File: src/rtl/multicycle_control.sv
// rtl/multicycle_control.sv - multi-cycle control FSM for the RV64 core
//
// Purpose: sequences fetch/decode/execute/memory/writeback for lw, sw, beq
// and R-type over shared ALU, memory and register-file resources. It waits
// on the memory ready handshake, traps on an illegal opcode or a memory
// timeout, and counts retired instructions.
//
// Ports:
//   clk, reset        clock, asynchronous active-high reset
//   opcode            instruction register bits [6:0]
//   zero, mem_ready   ALU zero flag, memory access done this cycle
//   pc_write..pc_src  datapath enables and mux selects (combinational)
//   trap, trap_cause  halted in TRAP and why (01 illegal, 10 timeout)
//   state             current state encoding for debug
//   retired           completed-instruction counter (wraps)
module multicycle_control #(
  parameter int TIMEOUT = 255,
  parameter int CNT_W   = 32
) (
  input  logic             clk,
  input  logic             reset,
  input  logic [6:0]       opcode,
  input  logic             zero,
  input  logic             mem_ready,
  output logic             pc_write,
  output logic             ir_write,
  output logic             mem_read,
  output logic             mem_write,
  output logic             i_or_d,
  output logic             reg_write,
  output logic             mem_to_reg,
  output logic             alu_src_a,
  output logic [1:0]       alu_src_b,
  output logic [1:0]       alu_op,
  output logic             pc_src,
  output logic             trap,
  output logic [1:0]       trap_cause,
  output logic [3:0]       state,
  output logic [CNT_W-1:0] retired
);

  typedef enum logic [3:0] {
    S_FETCH     = 4'd0,
    S_DECODE    = 4'd1,
    S_MEM_ADDR  = 4'd2,
    S_MEM_READ  = 4'd3,
    S_MEM_WB    = 4'd4,
    S_MEM_WRITE = 4'd5,
    S_EXECUTE   = 4'd6,
    S_ALU_WB    = 4'd7,
    S_BRANCH    = 4'd8,
    S_TRAP      = 4'd9
  } state_t;

  localparam logic [6:0] OP_LW   = 7'b0000011;
  localparam logic [6:0] OP_SW   = 7'b0100011;
  localparam logic [6:0] OP_RTYP = 7'b0110011;
  localparam logic [6:0] OP_BEQ  = 7'b1100011;

  localparam int WAIT_W = (TIMEOUT < 2) ? 1 : $clog2(TIMEOUT + 1);

  state_t            r_state;
  state_t            w_next;
  logic [WAIT_W-1:0] r_wait;
  logic [1:0]        r_trap_cause;
  logic [1:0]        w_cause;
  logic [CNT_W-1:0]  r_retired;
  logic              w_retire;
  logic              w_is_wait;
  logic              w_timeout;

  // Waiting states are the only places mem_ready is looked at.
  assign w_is_wait = ((r_state == S_FETCH) || (r_state == S_MEM_READ) ||
                      (r_state == S_MEM_WRITE)) && !mem_ready;
  assign w_timeout = (TIMEOUT != 0) && w_is_wait &&
                     (r_wait == WAIT_W'(TIMEOUT));

  always_ff @(posedge clk or posedge reset) begin
    if (reset) begin
      r_state      <= S_FETCH;
      r_wait       <= '0;
      r_trap_cause <= 2'b00;
      r_retired    <= '0;
    end else begin
      r_state      <= w_next;
      r_trap_cause <= w_cause;
      if (w_retire) r_retired <= r_retired + CNT_W'(1);
      if (w_next != r_state) r_wait <= '0;
      else if (w_is_wait && (r_wait != '1)) r_wait <= r_wait + WAIT_W'(1);
    end
  end

  always_comb begin
    w_next     = r_state;
    w_cause    = r_trap_cause;
    w_retire   = 1'b0;
    pc_write   = 1'b0;
    ir_write   = 1'b0;
    mem_read   = 1'b0;
    mem_write  = 1'b0;
    i_or_d     = 1'b0;
    reg_write  = 1'b0;
    mem_to_reg = 1'b0;
    alu_src_a  = 1'b0;
    alu_src_b  = 2'b00;
    alu_op     = 2'b00;
    pc_src     = 1'b0;
    trap       = 1'b0;
    case (r_state)
      S_FETCH: begin
        mem_read  = 1'b1;
        alu_src_b = 2'b01;
        if (mem_ready) begin
          ir_write = 1'b1;
          pc_write = 1'b1;
          w_next   = S_DECODE;
        end else if (w_timeout) begin
          w_next  = S_TRAP;
          w_cause = 2'b10;
        end
      end
      S_DECODE: begin
        // Speculatively compute PC + imm so BRANCH finds its target in ALUOut.
        alu_src_b = 2'b10;
        case (opcode)
          OP_LW, OP_SW: w_next = S_MEM_ADDR;
          OP_RTYP:      w_next = S_EXECUTE;
          OP_BEQ:       w_next = S_BRANCH;
          default: begin
            w_next  = S_TRAP;
            w_cause = 2'b01;
          end
        endcase
      end
      S_MEM_ADDR: begin
        alu_src_a = 1'b1;
        alu_src_b = 2'b10;
        w_next    = (opcode == OP_SW) ? S_MEM_WRITE : S_MEM_READ;
      end
      S_MEM_READ: begin
        mem_read = 1'b1;
        i_or_d   = 1'b1;
        if (mem_ready) begin
          w_next = S_MEM_WB;
        end else if (w_timeout) begin
          w_next  = S_TRAP;
          w_cause = 2'b10;
        end
      end
      S_MEM_WB: begin
        reg_write  = 1'b1;
        mem_to_reg = 1'b1;
        w_next     = S_FETCH;
        w_retire   = 1'b1;
      end
      S_MEM_WRITE: begin
        mem_write = 1'b1;
        i_or_d    = 1'b1;
        if (mem_ready) begin
          w_next   = S_FETCH;
          w_retire = 1'b1;
        end else if (w_timeout) begin
          w_next  = S_TRAP;
          w_cause = 2'b10;
        end
      end
      S_EXECUTE: begin
        alu_src_a = 1'b1;
        alu_op    = 2'b10;
        w_next    = S_ALU_WB;
      end
      S_ALU_WB: begin
        reg_write = 1'b1;
        w_next    = S_FETCH;
        w_retire  = 1'b1;
      end
      S_BRANCH: begin
        alu_src_a = 1'b1;
        alu_op    = 2'b01;
        pc_src    = 1'b1;
        pc_write  = zero;
        w_next    = S_FETCH;
        w_retire  = 1'b1;
      end
      S_TRAP: begin
        trap = 1'b1;
      end
      default: begin
        w_next  = S_TRAP;
        w_cause = 2'b01;
      end
    endcase
    // Enables must drop the moment reset rises, not at the next edge.
    if (reset) begin
      pc_write   = 1'b0;
      ir_write   = 1'b0;
      mem_read   = 1'b0;
      mem_write  = 1'b0;
      i_or_d     = 1'b0;
      reg_write  = 1'b0;
      mem_to_reg = 1'b0;
      alu_src_a  = 1'b0;
      alu_src_b  = 2'b00;
      alu_op     = 2'b00;
      pc_src     = 1'b0;
      trap       = 1'b0;
    end
  end

  assign state      = r_state;
  assign trap_cause = r_trap_cause;
  assign retired    = r_retired;

endmodule

File: config.mk
export PLATFORM = sky130hd
export DESIGN_NAME = multicycle_control
export DESIGN_NICKNAME = d
export VERILOG_FILES = /design/src/rtl/multicycle_control.sv
export SDC_FILE = /design/constraint.sdc
export NUM_CORES = 1
export LEC_CHECK = 0
export CAP_MARGIN = 10
export CORE_ASPECT_RATIO = 0.6
export CORE_MARGIN = 5
export CORE_UTILIZATION = 45
export CTS_CLUSTER_SIZE = 28
export DETAILED_ROUTE_END_ITERATION = 6
export GPL_TIMING_DRIVEN = 0
export PLACE_DENSITY = 0.76
export SLEW_MARGIN = 20
export SYNTH_ARGS = -nofsm -noshare
export SYNTH_HDL_FRONTEND = slang
export SYNTH_SLANG_ARGS = --single-unit
File: constraint.sdc
create_clock -name clk -period 1.8 [get_ports clk]
set_input_delay 0.18 -clock clk [delete_from_list [all_inputs] [get_ports clk]]
set_output_delay 0.18 -clock clk [all_outputs]
set_load 0.05 [all_outputs]
# After elaboration in Yosys (flattened, before gate mapping)
# Index checks and enable logic that the tools add are counted.
# Widths: inputs -> output; s select.
# op_classes
reduce_logical	19
add_sub_neg	2
n_lt_le_gt_ge	0
n_shift	0
mul	0
bitwise	1
n_eq_ne	19
n_mux	39
div	0
# op_table
op	count
$add 32x1->32 const B	1
$pmux 4 s8	1
$mux 1	20
$eq 4x3->1 const B	4
$mux 4	4
$mux 8	2
$eq 7x6->1 const B	2
$pmux 4 s3	1
$mux 2	5
$reduce_or 2->1	5
$reduce_or 3->1	3
$add 8x1->8 const B	1
$eq 4x2->1 const B	2
$eq 4x4->1 const B	2
$eq 8x8->1 const B	1
$ne 8x8->1 const B	1
$pmux 2 s2	2
$eq 7x2->1 const B	1
$eq 7x7->1 const B	1
$pmux 2 s3	1
$reduce_or 6->1	1
$eq 4x1->1 const B	1
$logic_not 4->1	1
$ne 2x2->1 const B	2
other kinds (11)	15
# totals
latch_bits	0
mem_bits_rw	0
output_inout_bits	52
reg_bits	46
mem_bits_ro	0
elab_cells	84
n_memories	0

# Depth between registers and ports, before layout
# Gate-level depths: netlist of the first run.
# depth
depth_word	10
ltp_mapped	8
mapped_depth_nobuf	7

# Worst setup path before layout of the first run
# OpenSTA, ideal clock, no wires.
# synth_path
kind	flip-flop to output port
startpoint	register r_state[1] (netlist: state[1])
endpoint	output port pc_write
setup_slack_ps	-1193
path_stages_with_launch	6
arrival_time_ps	2813
required_ps	1620
path_cell_list	dfrtp_1 -> buf_2 -> or2_2 -> nor2_1 -> and2_1 -> a21o_1
# synth_via
elab_chain_len	3
# synth_rtl
item	line_no	source
start, declared	62	state_t r_state;
start signal, assigned	85	r_state <= w_next;
$eq 4x4->1 or $logic_not 4->1 (tied branches)	109	case (r_state)
$pmux 1 s2 (*)	109	
$mux 1 (*)	194	if (reset) begin
end, declared	25	output logic pc_write,
# Every way passes the cells marked *; elsewhere a longest branch is shown, timed or not.

# Worst setup path after layout of the first run
# layout_path
startpoint	register r_state[1] (netlist: state[1])
endpoint	register r_wait[3]
# layout_via
elab_chain_len	10
# layout_rtl
item	line_no	source
$eq 4x2->1 or $logic_not 4->1 (tied branches)	73, 109	
$logic_or 1x1->1 (2 in series)	73	assign w_is_wait = ((r_state == S_FETCH) || (r_state == S_MEM_READ) ||
$logic_and 1x1->1	74	(r_state == S_MEM_WRITE)) && !mem_ready;
$logic_and 1x1->1	75	assign w_timeout = (TIMEOUT != 0) && w_is_wait &&
$mux 4	117, 145, 162	
$mux 4, on equally long branches	159, 113, 143	
$pmux 4 s8	109	
$ne 4x4->1	88	if (w_next != r_state) r_wait <= '0;
$mux 8 or $reduce_bool 2->1 (tied branches)	--	
end signal, assigned	89	else if (w_is_wait && (r_wait != '1)) r_wait <= r_wait + WAIT_W'(1);
end, declared	64	logic [WAIT_W-1:0] r_wait;
# Several ways; a longest one is shown, not always the timed one.
# A chain may end at the register's enable or synchronous reset.

==> results.toml, run 1 <==
[setup_path]
r2r_setup_slack_ns = -0.36
cp_max_fo = 10
crit_path_end_kind = "flop"
worst_setup_path_start_kind = "flop"
arrival_ns = 2.35
critPathKind = "reg2reg"
required_ns = 1.98

[placement]
io_buffers = 62
pre_cts_ws_ns = -0.729
gp_congestion = 0.947
placed_area_sq_mm = 0.00358
dp_hpwl_um = 5460

[clock_network]
hold_buffers = 0
root_buffer = "clkbuf_8"
cts_made_buffers = 5
clkLatencyLatePin_ns = 0.30
path_clk_slew_ns = 0.09
cts-htree-levels = 2
cts_buffer_depth = 2
cts_tree = "done"
clock_sinks = 46

[logic_synthesis]
syn_inst = 288
synthFlopType = "dfrtp_1"
yosysWarnings = 0
yosys-top-cells-area = "dfrtp_1, xor2_1, nor2_1, xnor2_1, nand2_1"
syn_avg_cell_area_sq_um = 9.27
yosysTopAreaCellShare = 0.431
syn_area_sq_mm = 0.00267
ys_types = 56
synth-async-reset-ratio = 1.00
synth_edf_count = 0
ys_seq_elements = 46
synth_top_area_cell = "dfrtp_1"
syn_nets = 301
ys_seq_area_frac = 0.431

[power]
ir_drop_mv = 0.332
cellPowerDensity_mw_per_mm2 = 402
report.power.total_mw = 1.91
p_leak_nw = 2.25

[global_routing]
grt_pass1_wl_um = 14500
grtUsageTotal = 0.243
grt_pass1_vias = 2724
grt_overflow = 0
antenna_found_initial = 0
grt_max_degree = 29

[sta]
worst_pin_slew_ns = 0.634
finalSetupTns_ns = -5.86
clock_skew_ns = 0.00392
rsz0062_at_grt = "true"
drv_slew = 0
timing.final.crit_share = 1.20
slew_headroom = 0.577
max_freq_mhz = 462
hold_ws_ns = 0.212
setup_ws_ns = -0.363
finalHoldViolations = 0
post-route-min-period_ns = 2.16
setup_viol = 51

[finish]
fin_nets = 423
drive_gt1_frac = 0.465
final_cell_area_sq_mm = 0.00475
diodes = 0
fill_cells = 251
area_delta_synth_final_pct = 78.0

[min_path]
hp-class = "in2async"

[die]
core-area_sq_mm = 0.00568
die_h_um = 69.7
design.die.area_sq_mm = 0.00762
die_x_um = 109
start_util = 0.470
rows = 21
num_io_pins = 63

[routing]
drc_errors = 0
ant_nets = 0
vias = 3000
first_pass_iters = 5
wl_um = 11700
routedWlPerCell_um = 23.9
initialDrtViolationCount = 405
via_per_inst = 6.11

[run_status]
status = "finished, violations left"
violations = "setup timing"

[run]
drv_cap = 0
kinds of logic after synthesis:
family / Yosys count / share of synthesized area
XOR/XNOR: 36 / 0.118
multiplexers: 3 / 0.0117
flip-flops: 46 / 0.431
AO/OA/AOI/OAI: 40 / 0.105
AND/OR/NAND/NOR: 136 / 0.283
adder cells (fa/ha/maj): 3 / 0.0131
buffers and inverters: 24 / 0.0380
worst paths after layout:
check	startpoint	to	depth (start not counted)
hold reg to reg	retired[31]$_DFFE_PP0P_	retired[31]$_DFFE_PP0P_	1
hold / removal	reset	retired[12]$_DFFE_PP0P_	2
setup / recovery	state[1]$_DFF_PP0_	r_wait[3]$_DFFE_PP0P_	7
min in group clk	retired[31]$_DFFE_PP0P_	retired[31]$_DFFE_PP0P_	1
max in group asynchronous	reset	retired[21]$_DFFE_PP0P_	3
setup reg to reg	state[1]$_DFF_PP0_	r_wait[3]$_DFFE_PP0P_	7
registers in the layout, summed over array words and instances (netlist names):
name / flops
r_wait: 8
retired: 32
state: 4
trap_cause: 2
timing repair:
| action | CTS | global route |
|---|---|---|
| pin swaps | 29 | 38 |
| setup endpoints to repair | 55 | 64 |
| buffers inserted | 29 | 30 |
| gates resized for setup | 159 | 85 |
synthesized netlist by cell type (2+ instances only):
library cell,number
o21ai_0,10
clkbuf_1,6
inv_1,13
or3_1,4
and2_1,3
dfrtp_1,46
a21oi_1,9
buf_2,3
xor2_1,22
nand2b_1,7
nor3_2,5
nand2_2,2
ha_1,2
a32oi_1,2
nand2_1,22
nor2_1,42
a21o_1,2
nand4_1,7
o31ai_1,3
nand3b_1,2
nor2b_1,4
nor3_1,10
or2_2,2
nand3_1,7
and3_1,5
xnor2_1,14
nor4_1,3
nor4_2,2
mux2i_1,2
critical path: stages, from the launching register on:
cell	delay, ns
dfrtp_2	0.46
buf_8	0.15
nand2b_1	0.18
clkbuf_8	0.20
o311ai_1	0.32
nand2_1	0.18
o21bai_4	0.26
a311oi_2	0.30
layout by cell type (no fill, tap or decap), drive strengths merged, types with 9 or more instances in the layout:
cell,instances
nor3,16
nand2,24
clkbuf,11
nand4,9
a21oi,9
xor2,22
xnor2,14
dfrtp,46
buf,74
dlymetal6s2s,9
o21ai,10
nor2,42
inv,13
clkdlybuf4s50,37
routing by layer:
layer,vias to the layer above,wire (um),track usage
li1,1228,-,-
met1,1495,4610,0.322
met2,210,5600,0.377
met3,67,1040,0.0772
met4,0,461,0.0747
met5,-,0,0
cell type report:
type | instances | area, sq um | area share
Clock inverter | 1 | 30.0 | 0.00632
Inverter | 13 | 48.8 | 0.0103
Buffer | 9 | 110 | 0.0232
Sequential cell | 46 | 1170 | 0.245
Multi-Input combinational cell | 218 | 2060 | 0.433
Clock buffer | 7 | 76.3 | 0.0161
Timing Repair Buffer | 117 | 1160 | 0.245
Tap cell | 80 | 100 | 0.0211
power by group:
| group | total, mW | leakage [nW] | switching, mW | internal [mW] |
|---|---|---|---|---|
| Sequential | 1.03 | 0.566 | 0.0000414 | 1.03 |
| Clock | 0.785 | 0.0524 | 0.368 | 0.417 |
| Combinational | 0.0919 | 1.63 | 0.0548 | 0.0371 |
| Total | 1.91 | 2.25 | 0.423 | 1.49 |
per-stage QoR:
stage          cells   util
5_1_grt          491  0.838
6_report         491  0.838
2_1_floorplan    288      -
4_1_cts          468  0.738
3_3_place_gp     430  0.627
3_5_place_dp     431  0.631
No activity file was read; power rests on OpenSTA's default activity.
==> run 2, diff against run 1 <==
Settings changed: ABC_CLOCK_PERIOD_IN_PS set to 1800, SKIP_CTS_REPAIR_TIMING set to 1.
==> run 2 against run 1 <==
Compared with the run above: the flow still finishes with violations (setup timing); flip-flop and latch count unchanged; fmax grew 2.1%; die area did not move; total power is essentially flat; via count is 2.5% lower; first-iteration DRC count fell by 29%; hold slack lost 0.055 ns; register-to-register slack better by 0.04 ns; final cell count shrank 0.81%; sequential share of layout area grew 0.33 points; critical endpoint is now retired[31]$_DFFE_PP0P_; largest cell class unchanged.
==> results.toml, run 2 (synthesized netlist as in run 1, its figures left out) <==
[setup_path]
crit_path_end_kind = "flop"
cp-endpoint = "retired[31]$_DFFE_PP0P_"
worst_setup_path_start_kind = "flop"
crit_chain = "nand2b_1, o22a_1, o22ai_4, buf_4, nand4_4, buf_12, nor3_2, xor2_1"
slowest_delay_ns = 0.49
critPathKind = "reg2reg"
cp_max_fo = 7
rr_startpoint = "state[3]$_DFF_PP0_"
cp-startpoint = "state[3]$_DFF_PP0_"
r2r_setup_slack_ns = -0.32
arrival_ns = 2.33
required_ns = 2.02
timing.rr.end = "retired[31]$_DFFE_PP0P_"
crit_slowest_cell = "dfrtp_2"
rr_worst_depth = 8

[clock_network]
clock_sinks = 46
path_clk_slew_ns = 0.10
cts_buffer_depth = 2
cts_made_buffers = 5
cts_tree = "done"
cts-htree-levels = 2
root_buffer = "clkbuf_8"
clkLatencyLatePin_ns = 0.31

[sta]
worst_pin_slew_ns = 0.569
drv_slew = 0
clock_skew_ns = 0.0129
finalHoldViolations = 0
post-route-min-period_ns = 2.12
max_freq_mhz = 472
setup_ws_ns = -0.318
setup_viol = 55
timing.final.crit_share = 1.18
slew_headroom = 0.620
rsz0062_at_grt = "true"

[global_routing]
grt_pass1_vias = 2282
grtUsageTotal = 0.194
grt_use_met3 = 0.0660
grtUsageMet1 = 0.288
antenna_found_initial = 0
gr-usage-met2 = 0.273
grt_max_degree = 29
grt_overflow = 0
grt-busiest-layer = "met1"
grt_pass1_wl_um = 11700

[routing]
initialDrtViolationCount = 288
routedWlPerCell_um = 22.4
wl_um = 10900
drc_errors = 0
via_per_inst = 6.00
ant_nets = 0
first_pass_iters = 5
vias = 2924

[die]
num_io_pins = 63
die_x_um = 109
start_util = 0.470
rows = 21
die_h_um = 69.7
core-area_sq_mm = 0.00568
design.die.area_sq_mm = 0.00762

[run_status]
violations = "setup timing"
status = "finished, violations left"

[finish]
mostFrequentLayoutCells = "buf_4, clkdlybuf4s50_1, dfrtp_1"
instances_no_fill = 487
diodes = 0
fin_nets = 419
area_delta_synth_final_pct = 75.6
final_cell_area_sq_mm = 0.00469
largest_reg_flops = 32
fill_cells = 258
final_common_cell = "buf_4"
fin_util = 0.826
drive_gt1_frac = 0.459

[placement]
io_buffers = 62
gp_congestion = 0.947
dp_hpwl_um = 5460
placed_area_sq_mm = 0.00358
dp.cells = 431

[power]
p_leak_nw = 2.12
ir_drop_mv = 0.324
report.power.total_mw = 1.91
cellPowerDensity_mw_per_mm2 = 407

[run]
drv_cap = 0

[min_path]
hp-class = "in2async"
[run 2: changes by cell type in the layout (fill, tap and decap cells not counted), sizes merged]
cell,change
buf,-3
clkdlybuf4s50,+2
dlygate4sd2,-2
clkbuf,-1
clkinvlp,+1
inv,-1
[run 2: per-layer routing]
metal / vias up / wire length [um] / part of all wire
met5: - / 0 / 0
met4: 0 / 416 / 0.038
met3: 46 / 1090 / 0.099
met2: 197 / 5190 / 0.48
met1: 1453 / 4230 / 0.39
li1: 1228 / - / -
[run 2: where the power goes]
| group | leakage, nW | switching [mW] | internal (mW) | total (mW) |
|---|---|---|---|---|
| clock | 0.0524 | 0.371 | 0.416 | 0.787 |
| sequential | 0.566 | 0.0000355 | 1.03 | 1.03 |
| combinational | 1.50 | 0.0550 | 0.0344 | 0.0894 |
| total | 2.12 | 0.426 | 1.48 | 1.91 |
[run 2: worst min-delay path by stage]
| stage | to | cells after the start |
|---|---|---|
| 6_report | retired[8]$_DFFE_PP0P_ | 2 |
| 5_1_grt | state[0]$_DFF_PP0_ | 2 |
| 3_3_place_gp | retired[31]$_DFFE_PP0P_ | 1 |
| 3_5_place_dp | retired[31]$_DFFE_PP0P_ | 1 |
| 4_1_cts | retired[31]$_DFFE_PP0P_ | 1 |
| 2_1_floorplan | state[2]$_DFF_PP0_ | 3 |
[run 2: layout make-up]
type                    count  area (sq um)  share of cell area
plain buffers              10           114              0.0243
clock buffers               7          76.3              0.0163
clock inverters             1          30.0             0.00640
inverters                  13          52.6              0.0112
multi-input cells         218          2020               0.430
flip-flops and latches     46          1170               0.249
well taps                  80           100              0.0213
repair buffers            112          1130               0.242
[run 2: critical path, delay by kind of cell, from the launching register on]
kind / cells / cell delay [ns]
buffers and inverters: 2 / 0.36
xor gates and xnor gates: 1 / 0.20
and+or+nand+nor: 3 / 0.52
DFF: 1 / 0.49
AOI/OAI and AO/OA: 2 / 0.48
[run 2: through the flow]
stage          setup TNS [ns]  hold slack [ns]  setup slack [ns]
2_1_floorplan           -4.52            0.413            -0.195
3_3_place_gp           -57.32            0.460            -0.891
3_5_place_dp           -22.50            0.464            -0.729
4_1_cts                -21.44            0.476            -0.898
5_1_grt                -10.08            0.204            -0.398
6_report                -7.03            0.157            -0.318
==> run 3, diff against run 2 <==
Settings changed: CORE_ASPECT_RATIO 0.6 to not set.
==> run 3 against run 2 <==
Compared with the run above: the run still ends with setup timing left; count of clock-buffer cells in the layout did not move; worst setup slack improved by 0.10 ns; hold slack improved by 0.31 ns; global-route usage fell by 1.9 points; total power fell by 2.5%; clock power fell by 4.7%; clock skew fell by 0.0062 ns; flip-flop and latch count did not move; critical path depth did not move; wire length fell by 33%; critical path type unchanged.
==> results.toml, run 3 (synthesized netlist as in run 1, its figures left out) <==
[sta]
setup_ws_ns = -0.215
clock_skew_ns = 0.00673
timing.final.crit_share = 1.12
slew_headroom = 0.576
worst_pin_slew_ns = 0.635
max_freq_mhz = 496
finalHoldViolations = 0
hold_ws_ns = 0.470
setup_viol = 37
post-route-min-period_ns = 2.02
drv_slew = 0
finalSetupTns_ns = -3.01
rsz0062_at_grt = "true"

[global_routing]
grt_overflow = 0
grtUsageMet1 = 0.218
grt_max_degree = 28
grt-busiest-layer = "met2"
grt_use_met3 = 0.0369
antenna_found_initial = 0
grtUsageTotal = 0.174
gr-usage-met2 = 0.302
grt_pass1_wl_um = 10700
grt_pass1_vias = 2357

[routing]
drc_errors = 0
ant_nets = 0
initialDrtViolationCount = 130
wl_um = 7320
first_pass_iters = 4
routedWlPerCell_um = 15.6
via_per_inst = 5.25
vias = 2468

[placement]
dp.cells = 426
gp_congestion = 0.868
io_buffers = 62
dp_hpwl_um = 4700

[finish]
mostFrequentLayoutCells = "buf_4, clkdlybuf4s50_1, dfrtp_1"
drive_gt1_frac = 0.387
largest_reg_flops = 32
area_delta_synth_final_pct = 56.5
instances_no_fill = 470
fin_nets = 407
diodes = 0

[min_path]
hold_path_end = "retired[31]$_DFFE_PP0P_"
worstHoldPathCells = 1
hold_start = "retired[31]$_DFFE_PP0P_"
hp-class = "reg2reg"

[power]
cellPowerDensity_mw_per_mm2 = 445
p_clk_frac = 0.403
p_sw_frac = 0.204
cellInternalPower_mw = 1.48
p_leak_nw = 1.87
p_comb_frac = 0.043
pwr-share-seq = 0.554
ir_drop_mv = 0.383
p_sw_mw = 0.380

[clock_network]
cts_buffer_depth = 2
cts_made_buffers = 5
clkLatencyLatePin_ns = 0.29
cts-htree-levels = 2
cts_tree = "done"
path_clk_slew_ns = 0.08
clock_sinks = 46
root_buffer = "clkbuf_8"

[setup_path]
timing.rr.end = "retired[25]$_DFFE_PP0P_"
r2r_setup_slack_ns = -0.22
rr_startpoint = "state[2]$_DFF_PP0_"
critPathKind = "reg2reg"
arrival_ns = 2.22
worst_setup_path_start_kind = "flop"
rr_worst_depth = 8
cp_max_fo = 8
crit_path_end_kind = "flop"
required_ns = 2.01

[run_status]
status = "finished, violations left"
violations = "setup timing"

[die]
start_util = 0.456
core-area_sq_mm = 0.00585
die_x_um = 87.0
rows = 28
num_io_pins = 63
design.die.area_sq_mm = 0.00757
die_h_um = 87.0

[run]
drv_cap = 0
-- run 3: cell types whose count changed in the layout (fill, tap and decap cells not counted), moves of 4 or more --
cell	before	now
xnor2_2	4	0
buf_8	11	3
buf_6	18	7
xnor2_1	10	14
nor3_4	9	4
nor2_4	16	9
clkbuf_4	1	6
nor3_2	6	10
nor2_1	19	23
dlymetal6s2s_1	9	4
nand3_1	3	7
-- run 3: power groups by stage --
| stage | Clock [mW] | Combinational, mW | Sequential [mW] |
|---|---|---|---|
| 2_1_floorplan | 0 | 0.0315 | 1.05 |
| 3_3_place_gp | 0 | 0.0697 | 1.05 |
| 3_5_place_dp | 0 | 0.0789 | 1.05 |
| 4_1_cts | 0.771 | 0.0789 | 1.03 |
| 5_1_grt | 0.813 | 0.0871 | 1.03 |
| 6_report | 0.750 | 0.0792 | 1.03 |
-- run 3: cell type report --
class	instances	area [sq um]
clock buffers	7	76.3
multi-input cells	218	1730
plain buffers	11	106
repair buffers	99	925
inverters	13	48.8
clock inverters	1	30.0
flip-flops and latches	46	1170
fillers	422	1670
well taps	75	93.8
-- run 3: routing by layer --
metal	up-vias	part of all wire
li1	1206	-
met1	1167	0.41
met2	83	0.52
met3	12	0.058
met4	0	0.016
met5	-	0
-- run 3: metrics by stage --
stage	setup WS, ns	utilization	total power [mW]	cell area [sq um]
4_1_cts	-0.873	0.630	1.88	3690
2_1_floorplan	-0.195	-	1.08	2840
6_report	-0.215	0.714	1.86	4180
5_1_grt	-0.307	0.714	1.93	4180
3_3_place_gp	-0.878	0.607	1.12	3550
3_5_place_dp	-0.671	0.612	1.13	3580
-- run 3: critical path, stage by stage, from the launching register on --
cell	delay, ns
dfrtp_2	0.44
buf_6	0.14
nand2b_4	0.14
o22a_1	0.24
o22ai_4	0.19
buf_12	0.15
nand4_4	0.20
nor3_2	0.25
xor2_1	0.18
-- run 3: how the worst max path moves through the flow --
stage / start / end / depth (start not counted)
2_1_floorplan: state[2]$_DFF_PP0_ / retired[26]$_DFFE_PP0P_ / 7
3_3_place_gp: reset / retired[21]$_DFFE_PP0P_ / 2
3_5_place_dp: reset / pc_write / 7
4_1_cts: state[2]$_DFF_PP0_ / mem_to_reg / 5
5_1_grt: state[2]$_DFF_PP0_ / retired[25]$_DFFE_PP0P_ / 8
6_report: state[2]$_DFF_PP0_ / retired[25]$_DFFE_PP0P_ / 8
==> RTL edit 1 (flow settings as in run 3) <==
Put one more register stage on the output `retired`, with the module's reset. The value now appears one clock later. The other outputs are not delayed to match.
--- a/src/rtl/multicycle_control.sv
+++ b/src/rtl/multicycle_control.sv
@@ -209,7 +209,13 @@
 
   assign state      = r_state;
   assign trap_cause = r_trap_cause;
-  assign retired    = r_retired;
+  always_ff @(posedge clk or posedge reset) begin
+    if (reset) begin
+      retired <= '0;
+    end else begin
+      retired <= r_retired;
+    end
+  end
 
 endmodule
 
Behaviour: not the same (Yosys sat finds a counterexample within 4 cycles, from zero or initial values and one cycle with reset high).
==> RTL edit 1 against run 3 <==
- the flow still finishes with violations (negative setup slack)
- worst setup slack improved by 0.014 ns
- sequential cell count rose by 32
- sequential share of layout area up 10 points
- routed wire length rose by 6.7%
- synthesized area rose by 32%
- final cell count rose by 10%
- design area up 24%
- total power rose by 83%
- highest routed layer unchanged
==> RTL edit 1: results <==
group,metric,value,unit
status,violations,"negative setup slack",
placed_design,dpl_cell_area,4572,µm²
hold_path,min_path_type,"input pin to async pin",
yosys,yosys-top-cells-count,"dfrtp_1 (78), nor2_1 (30), nand2_1 (25)",
yosys,synth_cells,316,
clock_tree,cts_buffers,9,
sta,setup_violations,34,
sta,hold_ws,0.1803,ns
sta,setup_slack,-0.2017,ns
global_routing,met2_usage,25.64,%
drt,dr.first_iter.drc_count,165,
drt,totalWireLength,7806,µm
layout,stdcell_count,518,
setup_path,r2r_cells,6,
global_routing,grt_max_degree,36,
setup_path,cp.arrival,1.82,ns
clock_tree,htreeDepth,3,
clock_tree,clk_latency,0.35,ns
yosys,synth_cell_types,45,
status,status,"complete, but fails checks",
placed_design,dpl.cell_count,482,
setup_path,rrSetupSlack,-0.16,ns
layout,n_fill_cell,564,
placed_design,gp_congestion,0.8640,
layout,layout-drive-gt1-share,34.13,%
global_routing,grt_pass1_wl,12490,µm
## RTL edit 1: cell count changes in the layout (fill, tap and decap cells not counted), sizes merged, moves of 6 or more
cell / change
buf: -9
dfrtp: +32
nor2: -12
nor3: +8
nor4: +6
xnor2: +8
## RTL edit 1: final cells by class
cell class                 instances  area, µm²  share of cell area, %
sequential                        78       1961                  37.95
buffer                            11      117.6                  2.277
multi-input combinational        213       1833                  35.48
clock buffer                       9      123.9                  2.398
timing repair buffer              85      870.8                  16.86
clock inverter                     7      80.08                  1.550
tap                              102      127.6                  2.470
inverter                          13      52.55                  1.017
## RTL edit 1: worst max path at each step
stage | start | endpoint | depth (start not counted)
after floorplan | state[2]$_DFF_PP0_ | pc_write | 4
after global placement | reset | mem_to_reg | 5
after detailed placement | reset | pc_write | 5
after CTS | state[3]$_DFF_PP0_ | alu_src_a | 5
after global routing | state[3]$_DFF_PP0_ | alu_src_a | 5
final | state[3]$_DFF_PP0_ | alu_src_a | 5
## RTL edit 1: power groups by stage
| stage | sequential [mW] | clock (mW) | combinational [mW] |
|---|---|---|---|
| floorplan | 1.93 | 0 | 0.0723 |
| global placement | 1.85 | 0 | 0.252 |
| detailed placement | 1.85 | 0 | 0.267 |
| CTS | 1.82 | 1.35 | 0.268 |
| global route | 1.82 | 1.44 | 0.292 |
| finish | 1.82 | 1.32 | 0.272 |
## RTL edit 1: per-layer routing
metal  routed length, µm  vias to the layer above  share of wire (%)
met2                4042                       92                 52
li1                    -                     1280                  -
met3                 480                       11                6.1
met4                 101                        0                1.3
met5                   0                        -                  0
met1                3182                     1344                 41
## RTL edit 1: cell families (layout without fill, tap and decap cells)
| family | count (synthesis) | after routing | synth area share [%] |
|---|---|---|---|
| simple gates | 138 | 138 | 22.91 |
| flops | 78 | 78 | 55.42 |
| xor+xnor | 39 | 39 | 9.698 |
| compound gates | 29 | 29 | 6.253 |
| buf+inv | 25 | 125 | 3.481 |
| mux | 5 | 5 | 1.527 |
| fa+ha+maj | 2 | 2 | 0.7104 |
## RTL edit 1: stage by stage
step	utilization [%]	worst slack [ns]	setup TNS (ns)
3_3_place_gp	58.95	-2.358	-72.18
6_report	67.20	-0.2017	-2.882
4_1_cts	62.13	-1.022	-20.41
2_1_floorplan	-	-0.3266	-5.701
5_1_grt	67.20	-0.3071	-7.432
3_5_place_dp	59.47	-1.009	-24.59
## RTL edit 1: worst max-delay path: stages (launching register included)
cell and delay, ns:
dfrtp_2 0.48, buf_2 0.28, nand2b_4 0.11, mux2_4 0.30, nor3_4 0.12, buf_6 0.18
==> RTL edit 2 (config.mk and constraints of run 3) <==
Without the edit above. The parameter `TIMEOUT` goes from 255 to 510.
--- a/src/rtl/multicycle_control.sv
+++ b/src/rtl/multicycle_control.sv
@@ -14,7 +14,7 @@
 //   state             current state encoding for debug
 //   retired           completed-instruction counter (wraps)
 module multicycle_control #(
-  parameter int TIMEOUT = 255,
+  parameter int TIMEOUT = 510,
   parameter int CNT_W   = 32
 ) (
   input  logic             clk,
Function: same outputs for any inputs over 10 cycles, from zero or initial values and one cycle with reset high; that may be too few to reach the edited logic, so the function may still have changed.
==> RTL edit 2 against run 3 <==
- the flow still finishes with violations (negative setup slack)
- first-iteration DRC count up 23%
- worst hold slack worse by 0.43 ns
- sequential share of layout area shrank 0.74 points
- worst setup slack got worse by 0.13 ns
- combinational power increased by 79%
- routed wire length is 3.2% higher
- global-route usage is 0.47 points higher
- synthesized area grew 4.6%
- sequential cell count up 1
- via count increased by 0.61%
- design area grew 5.6%
- total power grew 1.8%
- critical endpoint is now r_wait[1]$_DFFE_PP0P_
==> RTL edit 2: results <==
group,metric,value,unit
layout,n_fill_cell,392,
global_routing,first_global_vias,2329,
sta,setup_slack,-0.3453,ns
yosys,syn-num-nets,281,
drt,wl_met3,390,µm
status,violations,"negative setup slack",
global_routing,grt_pass1_wl,11120,µm
layout,nets,389,
placed_design,dpl_cell_area,3635,µm²
sta,setup_violations,37,
placed_design,dp_hpwl,4592,µm
yosys,synth_area_leaders,"dfrtp_1 (42%), xnor2_1 (9.4%), nor3_1 (3.2%)",
status,status,"complete, but fails checks",
yosys,synth_cell_types,55,
drt,dr.first_iter.drc_count,160,
sta,relSlewSlack,63.03,%
drt,viasPerCell,5.518,
drt,wire_per_inst,16.78,µm
setup_path,cp.arrival,2.35,ns
sta,skew,0.009567,ns
layout,layout-drive-gt1-share,44.53,%
pwr,vdd_drop_max,0.4623,mV
placed_design,gp_congestion,0.8413,
global_routing,grt_max_degree,49,
yosys,yosysSeqAreaShare,42.10,%
clock_tree,path_clk_slew,0.10,ns
[RTL edit 2: metrics by stage]
stage / setup WS, ns / instances / hold WS (ns) / setup TNS, ns
final: -0.3453 / 450 / 0.03673 / -5.594
after global routing: -0.3860 / 450 / 0.06794 / -8.603
after CTS: -0.9496 / 410 / 0.2245 / -17.83
after detailed placement: -0.9663 / 402 / 0.4675 / -24.37
after global placement: -0.9918 / 402 / 0.4615 / -23.35
after floorplan: -0.4192 / 266 / 0.4104 / -8.324
[RTL edit 2: cell families after synthesis]
| kind of cell | after synthesis | synth area share, % |
|---|---|---|
| simple gates | 124 | 28.57 |
| xor+xnor | 41 | 13.52 |
| mux | 4 | 1.523 |
| flops | 47 | 42.10 |
| buf+inv | 18 | 3.358 |
| fa+ha+maj | 4 | 1.791 |
| compound gates | 28 | 9.137 |
[RTL edit 2: layer usage]
metal / GRT usage (%) / vias up
met5: 0 / -
met4: 4.945 / 0
met3: 3.818 / 12
met2: 29.08 / 79
met1: 24.20 / 1218
li1: - / 1174
[RTL edit 2: final cells by class]
type / count / area (µm²) / area share, %
timing repair buffer: 101 / 1011 / 22.91
clock inverter: 3 / 22.52 / 0.5103
inverter: 7 / 30.03 / 0.6805
clock buffer: 5 / 68.82 / 1.559
multi-input combinational: 202 / 1886 / 42.73
buffer: 10 / 102.6 / 2.325
tap: 75 / 93.84 / 2.126
sequential: 47 / 1199 / 27.16
[RTL edit 2: worst paths after layout]
check	start	end	slack, ns	cells past startpoint
max reg2reg	state[2]$_DFF_PP0_	r_wait[1]$_DFFE_PP0P_	-0.35	8
min	reset	retired[13]$_DFFE_PP0P_	0.04	3
min in group clk	retired[31]$_DFFE_PP0P_	retired[31]$_DFFE_PP0P_	0.46	1
max in group asynchronous	reset	state[2]$_DFF_PP0_	0.77	3
min reg2reg	retired[31]$_DFFE_PP0P_	retired[31]$_DFFE_PP0P_	0.46	1
max	state[2]$_DFF_PP0_	r_wait[1]$_DFFE_PP0P_	-0.35	8
[RTL edit 2: power by group]
group          internal [mW]  total, mW  switching (mW)
logic                 0.0605      0.142          0.0811
clock network          0.282      0.677           0.395
registers               1.07       1.08          0.0105
total                   1.41       1.90           0.487
[RTL edit 2: worst max-delay path, stage by stage, from the launching register on]
cell	delay, ns
dfrtp_2	0.42
buf_6	0.14
or2_4	0.25
buf_6	0.13
o32a_1	0.31
buf_6	0.15
or3_4	0.42
nand4_4	0.15
nor4b_4	0.07
